==> src/rtl/fnd_scan_driver.sv <==
// Multiplexed 7-segment scan driver with frame-synchronous double-buffered display.
// Optional leading-zero blanking is enabled by defining FND_LZ_BLANK_EN.
module fnd_scan_driver #(
    parameter int NUM_DIGITS = 4,
    parameter int SCAN_DIV   = 50000
) (
    input  logic                      i_Clk,
    input  logic                      i_Rst,
    input  logic                      i_Load,
    input  logic [4*NUM_DIGITS-1:0]   i_Data,
    input  logic [NUM_DIGITS-1:0]     i_DP,
    output logic [6:0]                o_FND,
    output logic                      o_DP,
    output logic [NUM_DIGITS-1:0]     o_COM,
    output logic                      o_Frame
);

    localparam int PW = (SCAN_DIV > 2) ? $clog2(SCAN_DIV) : 1;
    localparam int DW = (NUM_DIGITS > 1) ? $clog2(NUM_DIGITS) : 1;
    localparam logic [PW-1:0] P_LAST = PW'(SCAN_DIV - 1);
    localparam logic [DW-1:0] D_LAST = DW'(NUM_DIGITS - 1);

    logic [PW-1:0]             p_q, p_d;
    logic [DW-1:0]             d_q, d_d;
    logic [4*NUM_DIGITS-1:0]   shadow_q, shadow_d, disp_q, disp_d;
    logic [NUM_DIGITS-1:0]     shadow_dp_q, shadow_dp_d, disp_dp_q, disp_dp_d;
    logic                      pend_q, pend_d;
    logic [6:0]                fnd_q, fnd_d;
    logic                      dp_q, dp_d;
    logic [NUM_DIGITS-1:0]     com_q, com_d;
    logic                      frame_q, frame_d;

    logic                      p_wrap_s, boundary_s;
    logic [3:0]                nib_s;
    logic                      dp_bit_s;
    logic [NUM_DIGITS-1:0]     com_sel_s;
    logic [NUM_DIGITS-1:0]     lz_mask_s;
    logic                      lead_s;

    function automatic logic [6:0] seg_decode(input logic [3:0] nib);
        logic [6:0] seg;
        case (nib)
            4'h0:    seg = 7'b1000000;
            4'h1:    seg = 7'b1111001;
            4'h2:    seg = 7'b0100100;
            4'h3:    seg = 7'b0110000;
            4'h4:    seg = 7'b0011001;
            4'h5:    seg = 7'b0010010;
            4'h6:    seg = 7'b0000010;
            4'h7:    seg = 7'b1011000;
            4'h8:    seg = 7'b0000000;
            4'h9:    seg = 7'b0011000;
            4'hA:    seg = 7'b0001000;
            4'hB:    seg = 7'b0000011;
            4'hC:    seg = 7'b0100111;
            4'hD:    seg = 7'b0100001;
            4'hE:    seg = 7'b0000110;
            4'hF:    seg = 7'b0001110;
            default: seg = 7'b1111111;
        endcase
        return seg;
    endfunction

    // Scan counters and the shadow/display double buffer.
    always_comb begin
        p_wrap_s    = (p_q == P_LAST);
        boundary_s  = p_wrap_s && (d_q == D_LAST);
        p_d         = p_wrap_s ? '0 : p_q + PW'(1);
        d_d         = d_q;
        shadow_d    = shadow_q;
        shadow_dp_d = shadow_dp_q;
        disp_d      = disp_q;
        disp_dp_d   = disp_dp_q;
        pend_d      = pend_q;
        if (p_wrap_s) begin
            d_d = boundary_s ? '0 : d_q + DW'(1);
        end else begin
            d_d = d_q;
        end
        if (i_Load && boundary_s) begin
            shadow_d    = i_Data;
            shadow_dp_d = i_DP;
            disp_d      = i_Data;
            disp_dp_d   = i_DP;
            pend_d      = 1'b0;
        end else if (i_Load) begin
            shadow_d    = i_Data;
            shadow_dp_d = i_DP;
            pend_d      = 1'b1;
        end else if (boundary_s && pend_q) begin
            disp_d    = shadow_q;
            disp_dp_d = shadow_dp_q;
            pend_d    = 1'b0;
        end else begin
            pend_d = pend_q;
        end
    end

    // Segment/common selection for the current slot, with the P==0 guard cycle blanked.
    always_comb begin
        nib_s     = 4'h0;
        dp_bit_s  = 1'b0;
        com_sel_s = '1;
        lz_mask_s = '0;
        lead_s    = 1'b1;
        for (int k = 0; k < NUM_DIGITS; k++) begin
            if (d_q == DW'(k)) begin
                nib_s        = disp_q[4*k +: 4];
                dp_bit_s     = disp_dp_q[k];
                com_sel_s[k] = 1'b0;
            end else begin
                com_sel_s[k] = 1'b1;
            end
        end
`ifdef FND_LZ_BLANK_EN
        for (int k = NUM_DIGITS - 1; k >= 1; k--) begin
            if (lead_s && (disp_q[4*k +: 4] == 4'h0)) begin
                lz_mask_s[k] = 1'b1;
            end else begin
                lead_s = 1'b0;
            end
        end
`endif
        frame_d = boundary_s;
        if (p_q == '0) begin
            com_d = '1;
            fnd_d = 7'b1111111;
            dp_d  = 1'b1;
        end else begin
            com_d = com_sel_s;
            fnd_d = (|(lz_mask_s & ~com_sel_s)) ? 7'b1111111 : seg_decode(nib_s);
            dp_d  = ~dp_bit_s;
        end
    end

    // State and output registers.
    always_ff @(posedge i_Clk) begin
        if (i_Rst) begin
            p_q         <= '0;
            d_q         <= '0;
            shadow_q    <= '0;
            shadow_dp_q <= '0;
            disp_q      <= '0;
            disp_dp_q   <= '0;
            pend_q      <= 1'b0;
            fnd_q       <= 7'b1111111;
            dp_q        <= 1'b1;
            com_q       <= '1;
            frame_q     <= 1'b0;
        end else begin
            p_q         <= p_d;
            d_q         <= d_d;
            shadow_q    <= shadow_d;
            shadow_dp_q <= shadow_dp_d;
            disp_q      <= disp_d;
            disp_dp_q   <= disp_dp_d;
            pend_q      <= pend_d;
            fnd_q       <= fnd_d;
            dp_q        <= dp_d;
            com_q       <= com_d;
            frame_q     <= frame_d;
        end
    end

    assign o_FND   = fnd_q;
    assign o_DP    = dp_q;
    assign o_COM   = com_q;
    assign o_Frame = frame_q;

endmodule
==> config.mk <==
export PLATFORM = sky130hd
export DESIGN_NAME = fnd_scan_driver
export DESIGN_NICKNAME = d
export VERILOG_FILES = /design/src/rtl/fnd_scan_driver.sv
export SDC_FILE = /design/constraint.sdc
export NUM_CORES = 1
export LEC_CHECK = 0
export BUFFER_PORTS_ARGS = -buffer_cell sky130_fd_sc_hd__buf_2
export CORE_MARGIN = 3
export CORE_UTILIZATION = 40
export CTS_CLUSTER_SIZE = 30
export DETAILED_ROUTE_END_ITERATION = 8
export SYNTH_ARGS = -nofsm -noshare
export SYNTH_HDL_FRONTEND = slang
export SYNTH_SLANG_ARGS = --single-unit
export TNS_END_PERCENT = 10
==> constraint.sdc <==
create_clock -name i_Clk -period 3.6 [get_ports i_Clk]
set_input_delay 0.72 -clock i_Clk [delete_from_list [all_inputs] [get_ports i_Clk]]
set_output_delay 0.72 -clock i_Clk [all_outputs]
set_load 0.005 [all_outputs]
; ---- Word-level counts from Yosys, hierarchy flattened
; Memory sizes are Yosys's and may differ from the RTL's. A register that Yosys moved wholly into a read port is not among the register bits.
; Cells that the tools add are included.
[totals]
register_bits = 65
romBits = 112
inputBits = 23
word_cells = 56
n_memories = 1
[op_classes]
add_sub_neg = 2
n_eq_ne = 5
mux = 25
n_bitwise = 1
reduce_logical = 12
[mem_list]
columns = name, depth, word_bits, read_ports, rd_ports_with_merged_regs, write_ports, line
row1 = (name not given), 16, 7, 1, 1, 0, 42  ; case (nib)
[op_table]
columns = cell, n
row1 = $mux 16, 5
row2 = $mux 4, 9
row3 = $add 16x1->16 const B, 1
row4 = $eq 16x16->1 const B, 1
row5 = $logic_not 16->1, 1
row6 = $mux 1, 10
row7 = $reduce_bool 2->1, 3
row8 = $reduce_or 2->1, 3
row9 = $eq 2x2->1 const B, 2
row10 = $logic_and 1x1->1, 3
row11 = $add 2x1->2 const B, 1
row12 = $eq 2x1->1 const B, 1
row13 = $logic_not 2->1, 1
row14 = $mux 2, 1
row15 = $ne 2x1->1 const B, 1
row16 = $reduce_and 2->1, 1
row17 = $not 1->1, 1

; ---- Longest topological paths before layout
; Gate-level depths: netlist of the first run.
[logic_depth]
word_depth = 6
depth_mapped = 12
depth_no_buf = 11

; ---- Least setup slack after synthesis of the first run
; No wires, ideal clock.
[synth_timing]
path_kind = register -> register
startpoint = register d_q[1]
endpoint = register fnd_q[3], in the netlist o_FND[3]
setup_ns = 0.087
arrival_ns = 2.056
required_time_ns = 3.513
setup_slack_ns = 1.457
stages_incl_launch_ff = 12
period_less_slack_ns = 2.143
cell_sequence = dfxtp_1 inv_1 ha_1 buf_2 a211oi_1 a211o_1 inv_1 ha_1 inv_1 nor2_1 a22o_1 o31ai_1
[synth_between]
elab_chain_len = 5
elab_cells_between_ends = 8
cone_classes = eq/ne (3) / mux (4) / reduce/logical (1)
[synth_lines]
columns = item, line
row1 = from (decl), 24  ; logic [DW-1:0] d_q, d_d;
row2 = from (signal assigned), 140  ; d_q <= '0;
row3 = from (signal assigned), 152  ; d_q <= d_d;
row4 = $logic_not 2->1, 107  ; if (d_q == DW'(k)) begin
row5 = $mux 4 (3 in a row), 107
row6 = $mux 4 *, 107
row7 = to (decl), 28  ; logic [6:0] fnd_q, fnd_d;
; Mark *: on every way between the ends. The rest lies on a longest branch, timed or not.
; A chain may end at the register's enable or synchronous reset.

; ---- Final worst setup path of the first run
[layout_timing]
startpoint = register d_q[0]
endpoint = register fnd_q[3], in the netlist o_FND[3]
; The elaborated chain is that of the path after synthesis.

==> metrics.yaml, run 1 <==
status: "completed"
portBuffers: 35
cts_resized: 0
nFillCells: 767
hold_slack_ns: 0.474
ys_seq_area_share_pct: 43.1
slew_headroom_pct: 26.1
hp-class: "flop to flop"
core_um2: 7930
die-area_um2: 9490
dpl.cell_count: 463
top_usage_layer: "met2"
finalPower_mw: 1.57
fin_cells: 479
worst_pin_slew_ns: 1.10
finalWirelength_um: 6440
synth_fp_nets: 380
first_global_vias: 2391
slew_violations: 0
critPathKind: "flop to flop"
async_flop_share_pct: 0
die_w_um: 97.4
finalCriticalPeriod_ns: 2.47
ir_drop_mv: 0.214
postCtsSetupBuffers: 0
ys_seq_elements: 72
viasPerCell: 5.14
clockPowerShare_pct: 41.4
detail-route-antenna-nets: 0
cts_tree: "yes"
fmax_mhz: 405
clkLatencyLatePin_ns: 0.34
cts-buffers-inserted: 9
comb_power_share_pct: 5.8
cts_sinks: 72
intPower_mw: 1.22
drcViolationCount: 0
grt_pass1_wl_um: 11500
dr.first_iter.drc_count: 92
synth_edf_count: 0
hold_viol: 0
overflow: 0
ys.flop_type: "dfxtp_1"
use_met2_pct: 20.9
seqPwrFrac_pct: 52.8
antenna_found_initial: 0
area_growth_pct: 12.5
finalCritPeriodShare_pct: 68.5
place.gp.congestion: 0.844
use_met1_pct: 20.6
leakagePower_nw: 1.60
synth.distinct_cells: 56
row_count: 32
num_io_pins: 36
crit_path_end_kind: "flop"
synth-warning-count: 0
power.switching_mw: 0.356
worstPathRequired_ns: 3.86
die_h_um: 97.4
cts-root-buf: "clkbuf_8"
finClkSkew_ns: 0.00890
start_util_pct: 42.2
drive_gt1_share_pct: 19.9
critPathLaunchType: "flop"
grt_usage_pct: 14.8
antenna_cells: 0
rsz0062_at_grt: "no"
setup_viol: 0
met3_usage_pct: 4.74
nets: 407
cap_violations: 0
cts_hold_buf: 0
htreeDepth: 3
grt_max_degree: 41
cp_data_arrival_time_ns: 2.73
power.density_nw_per_um2: 418
p_sw_share_pct: 22.6
vias: 2460
hpwl_um: 4550
tns_ns: 0
synth_cells: 345
clk_path_buf_depth: 2
path_max_fanout: 13
wl_per_cell_um: 13.4
dr.pass1.iters: 4
postSynthAreaPerCell_um2: 9.69
synth_area_um2: 3340
post-route-util_pct: 47.5
clk_pin_slew_ns: 0.07
-- through the flow --
stage	instance area [um^2]	setup slack [ns]
after floorplan	3340	1.46
after global placement	3560	1.22
after detailed placement	3560	1.16
after CTS	3760	1.13
after global routing	3760	0.903
final	3760	1.13
-- layer usage --
metal / wire (um) / vias to the layer above
li1: - / 1264
met1: 3310 / 1141
met2: 2680 / 44
met3: 323 / 11
met4: 126 / 0
met5: 0 / -
-- cells in the final DEF (no fill, tap or decap), types with 2 or more instances in the layout --
master and instances:
a211o_1 2, a211oi_1 3, a21oi_1 6, a22oi_1 7, and3_1 5, and4_1 2, buf_2 35, clkbuf_8 11
clkinv_2 2, clkinvlp_4 2, dfxtp_1 72, ha_1 12, inv_1 21, mux2_2 4, mux2_4 10, mux2i_1 21
nand2_1 16, nand3_1 9, nand3b_1 2, nand4_1 5, nor2_1 42, nor2b_1 16, nor3_1 5, nor3b_1 2
nor4_1 2, o211a_1 2, o211ai_1 4, o21ai_0 5, o22ai_1 7, o311ai_0 3, o31ai_1 3, or3_1 2
or4_1 3, xnor2_1 7, xor2_1 4
-- final timing paths --
check | slack (ns) | cells past startpoint | end | from
max | 1.13 | 9 | o_FND[3] | d_q[0]
min | 0.47 | 1 | p_q[0] | p_q[0]
max reg2reg | 1.13 | 9 | o_FND[3] | d_q[0]
min reg2reg | 0.47 | 1 | p_q[0] | p_q[0]
-- cell type report --
| class | instances | area (um^2) | share of cell area [%] |
|---|---|---|---|
| Sequential cell | 72 | 1440 | 38.3 |
| Multi-Input combinational cell | 232 | 1730 | 45.9 |
| Timing Repair Buffer | 36 | 183 | 4.86 |
| Inverter | 21 | 78.8 | 2.10 |
| Clock buffer | 11 | 151 | 4.02 |
| Clock inverter | 5 | 55.1 | 1.46 |
| Tap cell | 102 | 128 | 3.39 |
-- synth_stat cells (all sizes together), types with 7 or more instances --
library cell,instances,area (um^2)
nand3,9,45.0
buf,15,80.1
mux2,14,195
nand2,16,60.1
dfxtp,72,1440
o22ai,7,43.8
inv,21,78.8
ha,12,150
xnor2,7,61.3
nor2,42,158
nor2b,16,100
a22oi,7,52.6
mux2i,21,210
-- flip-flops by register name (all words and copies together), names as in the netlist --
name / cells
o_Frame: 1
p_q: 16
shadow_dp_q: 4
d_q: 2
disp_dp_q: 4
o_DP: 1
o_FND: 7
pend_q: 1
o_COM: 4
shadow_q: 16
disp_q: 16
-- power groups by stage --
| stage | registers [mW] | logic, mW | clock network, mW |
|---|---|---|---|
| 5_1_grt | 0.833 | 0.104 | 0.712 |
| 3_3_place_gp | 0.849 | 0.0918 | 0 |
| 6_report | 0.831 | 0.0913 | 0.651 |
| 4_1_cts | 0.831 | 0.0931 | 0.673 |
| 3_5_place_dp | 0.849 | 0.0926 | 0 |
| 2_1_floorplan | 0.848 | 0.0600 | 0 |
-- cells by family (layout without fill, tap and decap cells) --
logic type,Yosys count,count (layout),share of synthesized area [%]
XOR/XNOR,11,11,2.88
multiplexers,35,35,12.1
flip-flops,72,72,43.1
AND/OR/NAND/NOR,122,122,20.0
AO/OA/AOI/OAI,52,52,12.1
adder cells (fa/ha/maj),12,12,4.49
buffers and inverters,41,73,5.31
-- critical path, cell delays in order, from the launching register on --
cell and delay (ns):
dfxtp_1 0.38, ha_1 0.50, inv_1 0.28, a2bb2oi_1 0.20
and2_1 0.21, ha_1 0.32, inv_1 0.10, nor2_1 0.05
a22o_1 0.17, o31ai_1 0.18
Note: power is estimated with default switching activity, not from simulation.
==> run 2, diff against run 1 <==
==> constraint.sdc (replaced) <==
create_clock -name i_Clk -period 2.4 [get_ports i_Clk]
set_input_delay 0.48 -clock i_Clk [delete_from_list [all_inputs] [get_ports i_Clk]]
set_output_delay 0.48 -clock i_Clk [all_outputs]
set_load 0.005 [all_outputs]
==> run 2 against run 1 <==
Against the previous run:
- flip-flop and latch count unchanged
- core utilization increased by 0.80 points
- largest cell class unchanged
- non-clock buffer count increased by 8
- clock power increased by 51%
- fmax increased by 14%
- register-to-register slack got worse by 0.91 ns
- critical path depth decreased by 1
- via count increased by 0.69%
- largest power group unchanged
==> metrics.yaml, run 2 (synthesized netlist as in run 1, its figures left out) <==
status: "completed"
place_area_um2: 3620
setup_viol: 0
dr.pass1.iters: 4
slew_headroom_pct: 64.2
grt_pass1_wl_um: 11600
max_stage_delay_ns: 0.39
worst_pin_slew_ns: 0.536
detail-route-antenna-nets: 0
grt_usage_pct: 14.8
path_buf_inv: 2
cap_violations: 0
p_sw_share_pct: 23.8
worst_path_max_delay_cell: "dfxtp_1"
hp-class: "primary input to flop"
finalWirelength_um: 6690
cts_tree: "yes"
vias: 2477
intPower_mw: 1.81
top_regs: "disp_q: 16 flops, p_q: 16 flops, shadow_q: 16 flops"
path_max_fanout: 8
overflow: 0
rsz0062_at_grt: "no"
postCtsSetupBuffers: 0
cp_data_arrival_time_ns: 2.44
post-place-ws_ns: 0.150
first_global_vias: 2403
row_count: 32
post-route-util_pct: 48.3
drcViolationCount: 0
antenna_cells: 0
crit_path_end_kind: "flop"
wl_per_cell_um: 13.7
r2r_slack_ns: 0.23
finalPower_mw: 2.37
drive_gt1_share_pct: 22.1
die_w_um: 97.4
power.switching_mw: 0.564
clockPowerShare_pct: 41.5
portBuffers: 35
grt_max_degree: 29
area_growth_pct: 14.4
finalInstanceArea_um2: 3830
crit_chain: "ha_1, inv_1, a2bb2oi_1, and2_1, ha_1, inv_1, mux2_2, o211ai_1"
htreeDepth: 3
dr.first_iter.drc_count: 88
worstPathRequired_ns: 2.67
critPathLaunchType: "flop"
finalCritPeriodShare_pct: 90.5
hold_slack_ns: 0.387
cts-buffers-inserted: 9
viasPerCell: 5.09
layout_common_cells: "dfxtp_1, nor2_1, buf_2, inv_1, mux2i_1"
comb_power_share_pct: 6.0
core_um2: 7930
num_io_pins: 36
cts_sinks: 72
tns_ns: 0
finalCriticalPeriod_ns: 2.17
worst_slack_ns: 0.228
hpwl_um: 4880
fmax_mhz: 460
ir_drop_mv: 0.333
clk_path_buf_depth: 2
hold_viol: 0
leakagePower_nw: 1.64
power.density_nw_per_um2: 620
layout_commonest_cell: "dfxtp_1"
die-area_um2: 9490
cts-root-buf: "clkbuf_8"
nets: 415
clk_pin_slew_ns: 0.08
die_h_um: 97.4
dpl.cell_count: 471
crit_family: "adder cells"
fin_cells: 487
finClkSkew_ns: 0.00499
antenna_found_initial: 0
start_util_pct: 42.2
seqPwrFrac_pct: 52.5
slew_violations: 0
place.gp.congestion: 0.851
critPathKind: "flop to flop"
clkLatencyLatePin_ns: 0.35
[run 2: changes by cell type in the layout (fill, tap and decap cells not counted)]
cell	delta
buf_4	+8
clkbuf_8	-1
clkinv_2	-1
clkinv_4	+1
ha_1	-1
ha_2	+1
inv_6	+1
nor2_1	-1
nor2_2	+1
[run 2: area by class of cell]
cell class | count | area, um^2
tap | 102 | 128
timing repair buffer | 44 | 243
clock inverter | 6 | 67.6
multi-input combinational | 232 | 1730
fill | 764 | 4100
inverter | 21 | 78.8
clock buffer | 10 | 138
sequential | 72 | 1440
[run 2: final timing paths]
path / startpoint / endpoint / cells after the start
max: d_q[1] / o_FND[1] / 8
max reg2reg: d_q[1] / o_FND[1] / 8
min: i_Data[2] / shadow_q[2] / 3
min reg2reg: p_q[0] / p_q[0] / 1
[run 2: power groups by stage]
stage	logic, mW	clock network (mW)	registers, mW
after floorplan	0.0900	0	1.27
after CTS	0.146	1.01	1.25
after detailed placement	0.145	0	1.27
final	0.143	0.984	1.25
after global placement	0.142	0	1.27
after global routing	0.163	1.06	1.25
[run 2: worst register-to-register path: stages, from the launching register on]
cell and delay (ns):
dfxtp_1 0.39, ha_1 0.39, inv_1 0.11, a2bb2oi_1 0.16, and2_1 0.21, ha_1 0.33, inv_1 0.08, mux2_2 0.27
o211ai_1 0.16
[run 2: repair_timing]
item,4_1_cts,5_1_grt
resized for setup,0,2
hold buffers,0,0
endpoints found under the hold margin,0,0
endpoints found under the setup margin,0,2
[run 2: routing by layer]
| layer | up-vias | global-route usage (%) | routed length, um |
|---|---|---|---|
| met2 | 48 | 21.9 | 2900 |
| met4 | 0 | 5.43 | 68 |
| met1 | 1138 | 20.6 | 3410 |
| met5 | - | 0 | 0 |
| li1 | 1284 | - | - |
| met3 | 7 | 4.02 | 309 |
==> run 3, diff against run 2 <==
--- a/config.mk
+++ b/config.mk
@@ -10,6 +10,7 @@
 export CORE_UTILIZATION = 40
 export CTS_CLUSTER_SIZE = 30
 export DETAILED_ROUTE_END_ITERATION = 8
+export REMOVE_ABC_BUFFERS = 1
 export SYNTH_ARGS = -nofsm -noshare
 export SYNTH_HDL_FRONTEND = slang
 export SYNTH_SLANG_ARGS = --single-unit
==> run 3 against run 2 <==
Against the previous run:
- clock skew up 0.0059 ns
- clock power down 10%
- wire length up 0.10%
- worst setup slack better by 0.011 ns
- largest cell class unchanged
==> metrics.yaml, run 3 (synthesized netlist as in run 1, its figures left out) <==
hpwl_um: 4780
cts-root-buf: "clkbuf_8"
wl_per_cell_um: 13.8
drcViolationCount: 0
setup_viol: 0
p_sw_share_pct: 23.8
worstPathRequired_ns: 2.67
clockPowerShare_pct: 38.8
multiInputGateArea_um2: 1730
htreeDepth: 3
leakagePower_nw: 1.62
portBuffers: 35
cap_violations: 0
hp-class: "primary input to flop"
dr.pass1.iters: 4
first_global_vias: 2390
finalCriticalPeriod_ns: 2.16
path_max_fanout: 9
start_util_pct: 42.2
cts-buffers-inserted: 9
vias: 2458
place_area_um2: 3610
cts_sinks: 72
rsz0062_at_grt: "no"
comb_power_share_pct: 6.3
seqPwrFrac_pct: 54.9
grt_pass1_wl_um: 11500
antenna_cells: 0
detail-route-antenna-nets: 0
row_count: 32
clkLatencyLatePin_ns: 0.35
status: "completed"
finalWirelength_um: 6700
clk_path_buf_depth: 2
overflow: 0
worst_pin_slew_ns: 0.547
layout_commonest_cell: "dfxtp_1"
antenna_found_initial: 0
crit_path_end_kind: "flop"
finalInstanceArea_um2: 3800
viasPerCell: 5.06
intPower_mw: 1.73
slew_headroom_pct: 63.5
nFillCells: 787
die_h_um: 97.4
area_growth_pct: 13.6
critPathLaunchType: "flop"
dr.first_iter.drc_count: 102
clk_pin_slew_ns: 0.07
top_regs: "disp_q: 16 flops, p_q: 16 flops, shadow_q: 16 flops"
layout_common_cells: "dfxtp_1, nor2_1, buf_2, inv_1, mux2i_1"
grt_max_degree: 29
postCtsSetupBuffers: 0
cp_data_arrival_time_ns: 2.43
power.switching_mw: 0.541
tns_ns: 0
hold_viol: 0
drive_gt1_share_pct: 21.9
ir_drop_mv: 0.346
core_um2: 7930
num_io_pins: 36
critPathKind: "flop to flop"
cts_tree: "yes"
place.gp.congestion: 0.859
finalCritPeriodShare_pct: 90.1
die-area_um2: 9490
finClkSkew_ns: 0.0109
nets: 414
ff_latch_area_um2: 1440
fmax_mhz: 463
slew_violations: 0
power.density_nw_per_um2: 598
die_w_um: 97.4
grt_usage_pct: 14.9
run 3: cell type report:
type | count | area share [%]
clock buffers | 12 | 4.08
clock inverters | 4 | 0.757
inverters | 21 | 2.07
multi-input cells | 232 | 45.6
flip-flops and latches | 72 | 37.9
well taps | 102 | 3.36
repair buffers | 43 | 6.19
run 3: power groups by stage:
| stage | logic (mW) | registers, mW | clock network, mW |
|---|---|---|---|
| detailed placement | 0.146 | 1.27 | 0 |
| global route | 0.162 | 1.25 | 0.972 |
| CTS | 0.146 | 1.25 | 0.906 |
| global placement | 0.144 | 1.27 | 0 |
| floorplan | 0.0688 | 1.27 | 0 |
| finish | 0.144 | 1.25 | 0.881 |
run 3: per-stage QoR:
| stage | total power [mW] | hold WS [ns] | setup slack, ns | instances | utilization, % |
|---|---|---|---|---|---|
| 2_1_floorplan | 1.34 | 0.438 | 0.290 | 325 | - |
| 3_3_place_gp | 1.42 | 0.460 | 0.252 | 470 | 45.5 |
| 3_5_place_dp | 1.42 | 0.464 | 0.166 | 470 | 45.5 |
| 4_1_cts | 2.30 | 0.372 | 0.134 | 486 | 47.8 |
| 5_1_grt | 2.39 | 0.397 | 0.0548 | 486 | 47.9 |
| 6_report | 2.27 | 0.382 | 0.239 | 486 | 47.9 |
run 3: routing by layer:
layer  part of all wire [%]  track usage (%)  wire length (um)  vias to the layer above
li1                       -                -                 -                     1281
met1                     49             18.9              3280                     1118
met2                     46             23.8              3060                       48
met3                    3.8             4.59               257                       11
met4                    1.6             5.32               107                        0
met5                      0                0                 0                        -
run 3: path summary, 6_finish.rpt:
path	slack, ns	end	cells after the start	startpoint
max	0.24	o_FND[3]	10	d_q[0]
min	0.38	shadow_q[1]	3	i_Data[1]
max reg2reg	0.24	o_FND[3]	10	d_q[0]
min reg2reg	0.47	disp_q[2]	2	disp_q[2]
run 3: critical path, cell delays in order (launching register included):
cell and delay [ns]:
dfxtp_1 0.38, inv_1 0.09, ha_2 0.26, a211oi_1 0.22
a211o_1 0.24, inv_1 0.09, ha_1 0.33, inv_1 0.10
nor2_1 0.04, a22o_1 0.17, o31ai_1 0.17
run 3: timing repair:
item | CTS | global route
hold endpoints to repair | 0 | 0
setup endpoints to repair | 0 | 4
hold buffers | 0 | 0
gates resized for setup | 0 | 3
